===== config.mk =====
export PLATFORM = sky130hd
export DESIGN_NAME = prism_sp_tx_csum_insert
export DESIGN_NICKNAME = d
export VERILOG_FILES = /design/src/rtl/prism_sp_tx_csum_insert.sv
export SDC_FILE = /design/constraint.sdc
export NUM_CORES = 1
export LEC_CHECK = 0
export BUFFER_PORTS_ARGS = -buffer_cell sky130_fd_sc_hd__buf_2
export CAP_MARGIN = 20
export CORE_UTILIZATION = 51
export CTS_CLUSTER_DIAMETER = 30
export DETAILED_ROUTE_END_ITERATION = 10
export PLACE_DENSITY = 0.87
export SLEW_MARGIN = 40
export SYNTH_ARGS = -nofsm -noshare
export SYNTH_HDL_FRONTEND = slang
export SYNTH_SLANG_ARGS = --single-unit

===== constraint.sdc =====
create_clock -name clock -period 3.5 [get_ports clock]
set_clock_uncertainty 0.2 [all_clocks]
set_input_delay 0.7 -clock clock [delete_from_list [all_inputs] [get_ports clock]]
set_output_delay 0.7 -clock clock [all_outputs]
set_load 0.02 [all_outputs]

===== src/rtl/prism_sp_tx_csum_insert.sv =====
// TX checksum insertion: holds each frame at its first word until its checksum entry is
// fetched, then streams the frame through with the IPv4 and TCP/UDP checksum fields patched.
module prism_sp_tx_csum_insert #(
  parameter int unsigned DATA_WIDTH = 128,
  parameter bit          ENABLE_IP  = 1'b1,
  parameter bit          ENABLE_L4  = 1'b1
) (
  input  logic                  clock,
  input  logic                  resetn,
  input  logic                  s_valid,
  output logic                  s_ready,
  input  logic [DATA_WIDTH-1:0] s_data,
  input  logic                  s_sof,
  input  logic                  s_eof,
  output logic                  tx_csum_fifo_r_rd_en,
  input  logic [35:0]           tx_csum_fifo_r_rd_data,
  input  logic                  tx_csum_fifo_r_empty,
  output logic                  m_valid,
  input  logic                  m_ready,
  output logic [DATA_WIDTH-1:0] m_data,
  output logic                  m_sof,
  output logic                  m_eof
);

  localparam int unsigned EntryW = 36;
  localparam int unsigned CntW   = 2;

  typedef enum logic [1:0] {IDLE, FETCH, STREAM} state_e;

  state_e                state_q;
  logic [EntryW-1:0]     entry_q;
  logic [CntW-1:0]       wcnt_q;
  logic [CntW-1:0]       wcnt_d;
  logic                  past_w3_q;
  logic                  rd_en_q;
  logic                  m_valid_q;
  logic [DATA_WIDTH-1:0] m_data_q;
  logic [DATA_WIDTH-1:0] m_data_d;
  logic                  m_sof_q;
  logic                  m_eof_q;
  logic                  s_accept;

  logic [1:0]  eth_type;
  logic [15:0] ip_csum;
  logic [1:0]  ip_proto;
  logic [15:0] l4_csum;
  logic [15:0] udp_csum;

  assign eth_type = entry_q[1:0];
  assign ip_csum  = entry_q[17:2];
  assign ip_proto = entry_q[19:18];
  assign l4_csum  = entry_q[35:20];
  // UDP reserves zero for "no checksum"; a computed zero goes out as all-ones
  assign udp_csum = (l4_csum == 16'h0000) ? 16'hFFFF : l4_csum;

  assign s_ready  = (state_q == STREAM) && (!m_valid_q || m_ready);
  assign s_accept = s_valid && s_ready;

  assign wcnt_d = (wcnt_q == CntW'(3)) ? CntW'(3) : wcnt_q + CntW'(1);

  // Word index within the frame is wcnt_q; word 3 is distinguished from later words by past_w3_q
  always_comb begin
    m_data_d = s_data;
    if (ENABLE_IP && eth_type == 2'b01 && wcnt_q == CntW'(1)) begin
      m_data_d[64+:8] = ip_csum[15:8];
      m_data_d[72+:8] = ip_csum[7:0];
    end
    if (ENABLE_L4 && ip_proto == 2'b10 && wcnt_q == CntW'(2)) begin
      m_data_d[64+:8] = udp_csum[15:8];
      m_data_d[72+:8] = udp_csum[7:0];
    end
    if (ENABLE_L4 && ip_proto == 2'b01 && wcnt_q == CntW'(3) && !past_w3_q) begin
      m_data_d[16+:8] = l4_csum[15:8];
      m_data_d[24+:8] = l4_csum[7:0];
    end
  end

  always_ff @(posedge clock) begin
    if (!resetn) begin
      state_q   <= IDLE;
      entry_q   <= '0;
      wcnt_q    <= '0;
      past_w3_q <= 1'b0;
      rd_en_q   <= 1'b0;
      m_valid_q <= 1'b0;
      m_data_q  <= '0;
      m_sof_q   <= 1'b0;
      m_eof_q   <= 1'b0;
    end else begin
      case (state_q)
        IDLE: begin
          if (!tx_csum_fifo_r_empty) begin
            rd_en_q <= 1'b1;
            state_q <= FETCH;
          end
        end
        // First FETCH cycle issues the read; the entry is latched on the second
        FETCH: begin
          if (rd_en_q) begin
            rd_en_q <= 1'b0;
          end else begin
            entry_q   <= tx_csum_fifo_r_rd_data;
            wcnt_q    <= '0;
            past_w3_q <= 1'b0;
            state_q   <= STREAM;
          end
        end
        STREAM: begin
          if (s_accept) begin
            wcnt_q <= wcnt_d;
            if (wcnt_q == CntW'(3)) past_w3_q <= 1'b1;
            if (s_eof) state_q <= IDLE;
          end
        end
        default: state_q <= IDLE;
      endcase

      if (s_accept) begin
        m_valid_q <= 1'b1;
        m_data_q  <= m_data_d;
        m_sof_q   <= s_sof;
        m_eof_q   <= s_eof;
      end else if (m_ready) begin
        m_valid_q <= 1'b0;
      end
    end
  end

  assign tx_csum_fifo_r_rd_en = rd_en_q;
  assign m_valid              = m_valid_q;
  assign m_data               = m_data_q;
  assign m_sof                = m_sof_q;
  assign m_eof                = m_eof_q;

endmodule

=== Word-level counts from Yosys, hierarchy flattened ===
Cells that the tools add are included.
Widths: inputs -> output; s select.

* Bits in registers: 173
* Bits of input ports: 171
* Output and inout bits: 133
* Logic and storage cells: 64

* $add $sub $neg: 1
* Equality and inequality tests: 13
* Mux-type cells: 21
* Bitwise operators: 1
* Reductions and logical operators: 19

{| class="wikitable"
|+ Operators by type and width
! cell !! number
|-
| $mux 16 || 4
|-
| $logic_not 16->1 || 1
|-
| $mux 2 || 7
|-
| $eq 2x1->1 const B || 4
|-
| $eq 2x2->1 const B || 4
|-
| $ne 2x2->1 const B || 4
|-
| $reduce_and 4->1 || 2
|-
| $logic_and 1x1->1 || 6
|-
| $mux 1 || 6
|-
| $pmux 2 s3 || 1
|-
| $reduce_bool 2->1 || 3
|-
| $pmux 1 s2 || 2
|-
| $pmux 2 s2 || 1
|-
| $reduce_and 2->1 || 2
|-
| $reduce_and 3->1 || 1
|-
| $add 2x1->2 const B || 1
|-
| $logic_not 1->1 || 2
|-
| $logic_not 2->1 || 1
|-
| $ne 2x1->1 const B || 1
|-
| $logic_or 1x1->1 || 1
|-
| $not 1->1 || 1
|}

=== Longest topological paths before layout ===
* Depth after elaboration: 6
* Gate-level depth with buffers: 7
* Mapped depth without buffers: 4

=== Worst setup path after synthesis ===
OpenSTA, ideal clock, no wires.

* Path type: input -> register
* Start: input port m_ready
* End: register m_data_q[70], in the netlist m_data[70]
* Library setup time: 86 ps
* Data arrival time: 1790 ps
* Data required time: 3214 ps
* Setup slack: 1424 ps
* Stages: 7
* Buffers on the path: 3
* Cell sequence: nand2b_1 and3_4 buf_6 and3_4 buf_6 buf_6 a221oi_2

* Word-level cells in the longest chain between the ends: 3

{| class="wikitable"
|+ Ends and longest elaborated chain
! what !! RTL line !! RTL
|-
| start, declared || 19 || <nowiki>input logic m_ready,</nowiki>
|-
| $logic_or 1x1->1 || 56 || <nowiki>assign s_ready = (state_q == STREAM) && (!m_valid_q || m_ready);</nowiki>
|-
| $logic_and 1x1->1 || 56 ||
|-
| $logic_and 1x1->1 || 57 || <nowiki>assign s_accept = s_valid && s_ready;</nowiki>
|-
| end signal, assigned || 120 || <nowiki>m_data_q <= m_data_d;</nowiki>
|-
| end, declared || 37 || <nowiki>logic [DATA_WIDTH-1:0] m_data_q;</nowiki>
|}

Every way passes these cells.
A chain may end at the register's enable or synchronous reset.

=== Worst setup path after layout ===
* Start: register state_q[1]
* End: output port s_ready

* Word-level cells in the longest chain between the ends: 2

{| class="wikitable"
|+ Ends and longest elaborated chain
! what !! RTL line !! RTL
|-
| start, declared || 30 || <nowiki>state_e state_q;</nowiki>
|-
| start signal, assigned || 80 || <nowiki>state_q <= IDLE;</nowiki>
|-
| start signal, assigned || 94 || <nowiki>state_q <= FETCH;</nowiki>
|-
| start signal, assigned || 105 || <nowiki>state_q <= STREAM;</nowiki>
|-
| $eq 2x2->1 || 56 ||
|-
| $logic_and 1x1->1 || 56 ||
|-
| end, declared || 11 || <nowiki>output logic s_ready,</nowiki>
|}

Every way passes these cells.

==> run_results.csv <==
group,metric,value,unit
run_status,status,"finished, final reports clean",
die,die_h,119,um
die,core_area,13200,um2
min_path,hold_path_depth,2,
drt,vias,6466,
synthesis,synth_seq_cells,173,
synthesis,synth_common_cells,"nand2_1 (302), dfxtp_1 (173), a21boi_1 (102), a21boi_0 (35)",
worst_setup_path,reg2reg_depth,5,
synthesis,ys_types,39,
cts,cts_setup_buffers,0,
sta,hold_violations,0,
final_layout,fin_util,68.2,%
synthesis,synth_edf_count,0,
synthesis,yosysMostFrequentCell,"nand2_1",
synthesis,yosys_warnings,0,
sta,min_period_over_period,67.7,%
die,ios,304,
global_route,antenna_found_initial,2,
global_route,grt_max_degree,100,
cts,cts_tree,"built",
worst_setup_path,crit_arrival,1.47,ns
synthesis,syn_nets,973,
sta,setup_viol,0,
sta,tightest_slew,0.663,ns
worst_setup_path,critPathMaxFanout,7,
global_route,grt_pass1_vias,5832,
drt,drt_iter0_drc,566,
global_route,grt_overflow,0,
synthesis,synthTopCellsByArea,"dfxtp_1 (50%), nand2_1 (16%), a21boi_1 (11%)",
placement,dp_hpwl,13200,um
sta,slew_viol_final,0,
min_path,hold_class,"reg -> reg",
placement,io_buffers,303,
sta,setup_tns,0,ns
worst_setup_path,cp-start-kind,"flip-flop",
final_layout,drive_above_1_share,33.2,%
cts,post_cts_resized,0,
drt,drc_errors,0,
sta,min_period,2.37,ns
die,die_area,14000,um2
worst_setup_path,critPathKind,"reg -> out",
sta,slew_headroom,55.8,%
sta,rsz0062_at_grt,"false",
pwr,total_power,4.47,mW
placement,place.gp.congestion,0.815,
synthesis,avgSynthCellArea,8.64,um2
synthesis,synthArstFlopShare,0,%
die,std_cell_rows,42,
pwr,internal_power,3.41,mW
worst_setup_path,r2r-end,"m_data[69]",
die,dieWidth,119,um
pwr,seqPwrFrac,46.8,%
sta,fmax,422,MHz
cts,cts.clk_slew.worst_paths,0.06,ns
synthesis,syn_area,6930,um2
pwr,p_switching,1.06,mW
cts,clockBufferDepth,2,
synthesis,syn_inst,802,
worst_setup_path,r2r_start,"state_q[1]",
synthesis,synth_top_cell_by_area,"dfxtp_1",
pwr,clkPwrFrac,43.2,%
drt,wire_per_inst,14.8,um
final_layout,fin_nets,1242,
global_route,grt_usage,26.5,%
worst_setup_path,cp-end-kind,"output pin",
pwr,p_leak,3.97,nW
synthesis,synthFlopType,"dfxtp_1",
min_path,min-delay-start,"m_data[51]",
pwr,powerDensity,495,nW/um2
cts,cts_buffers,17,
cts,htree_levels,4,
synthesis,synth_top_area_share,50.0,%
flow_run,cap_violations,0,
worst_setup_path,regToRegSetupSlack,1.21,ns
drt,drt_wl_total,18700,um
drt,dr.pass1.iters,5,
pwr,swShare,23.7,%
drt,drt-vias-per-instance,5.12,
final_layout,syn2layout_area_growth,30.4,%
global_route,grt_pass1_wl,29200,um
cts,cts-root-buf,"clkbuf_16",
cts,clkSinkCount,173,
pwr,vdd_drop_max,326,uV
final_layout,finalNonFillerCells,1262,
placement,place_inst,1228,
cts,hold_buffers,0,
drt,ant_nets,0,
min_path,hold_end,"m_data[51]",
synthesis,ys_seq_area_share,50.0,%
die,initial_core_util,52.3,%
cts,worstSkewPairLatency,0.42,ns
pwr,power_frac_comb,10.1,%
worst_setup_path,required,2.60,ns
[placed cells by master (no fill, tap or decap), drive strengths merged, types with 16 or more instances in the layout]
cell | netlist | final
a31oi | 16 | 16
clkbuf | 34 | 22
inv | 18 | 18
o21ai | 32 | 32
a21boi | 137 | 137
nand2 | 302 | 302
buf | 28 | 312
mux2i | 16 | 16
a221oi | 16 | 16
dfxtp | 173 | 173
[power by group through the flow]
stage	clock network [mW]	registers [mW]	logic [mW]
final	1.93	2.09	0.450
after global routing	2.05	2.10	0.492
after CTS	1.96	2.09	0.452
after detailed placement	0	2.13	0.451
after global placement	0	2.13	0.444
after floorplan	0	2.18	0.208
[metrics by stage]
step	instance area, um2	hold slack [ns]	setup WS, ns
final	9030	0.248	1.13
after global placement	8410	0.237	0.977
after detailed placement	8410	0.241	0.926
after floorplan	6930	0.235	1.42
after CTS	9020	0.250	1.11
after global routing	9030	0.261	1.02
[worst max-delay path: stages, from the launching register on]
cell and delay (ns):
dfxtp_1 0.49, nor2b_4 0.25, and2_1 0.14, buf_2 0.17
[final cells by class]
type | instances | area [um2]
clock buffers | 22 | 474
multi-input cells | 549 | 3040
well taps | 176 | 220
repair buffers | 312 | 1620
fillers | 1087 | 4210
flip-flops and latches | 173 | 3460
diodes | 2 | 5.00
inverters | 18 | 67.6
clock inverters | 10 | 138
[routing by layer]
layer	vias to the layer above	global-route usage (%)	part of all wire [%]
li1	3202	-	-
met1	2942	30.9	40
met2	274	44.7	50
met3	48	6.95	7.1
met4	0	13.4	3.7
met5	-	0	0
[registers in the layout, summed over array words and instances (netlist names)]
signal                cells
m_eof                     1
m_valid                   1
tx_csum_fifo_r_rd_en      1
m_data                  128
past_w3_q                 1
state_q                   2
m_sof                     1
wcnt_q                    2
entry_q                  36
[worst max path at each step]
stage,start,to,slack [ns],cells after the start
after CTS,state_q[1],s_ready,1.11,3
after floorplan,m_ready,m_data[70],1.42,7
final,state_q[1],s_ready,1.13,3
after global routing,state_q[1],m_data[118],1.02,5
after global placement,m_ready,m_data[68],0.98,6
after detailed placement,m_ready,m_data[70],0.93,6
[kinds of logic after synthesis]
| group | count (synthesis) | share of synthesized area [%] |
|---|---|---|
| AND/OR/NAND/NOR | 326 | 19.0 |
| AO/OA/AOI/OAI | 207 | 22.2 |
| buffers and inverters | 80 | 6.43 |
| multiplexers | 16 | 2.31 |
| flip-flops | 173 | 50.0 |
(Power assumes the default switching activity.)
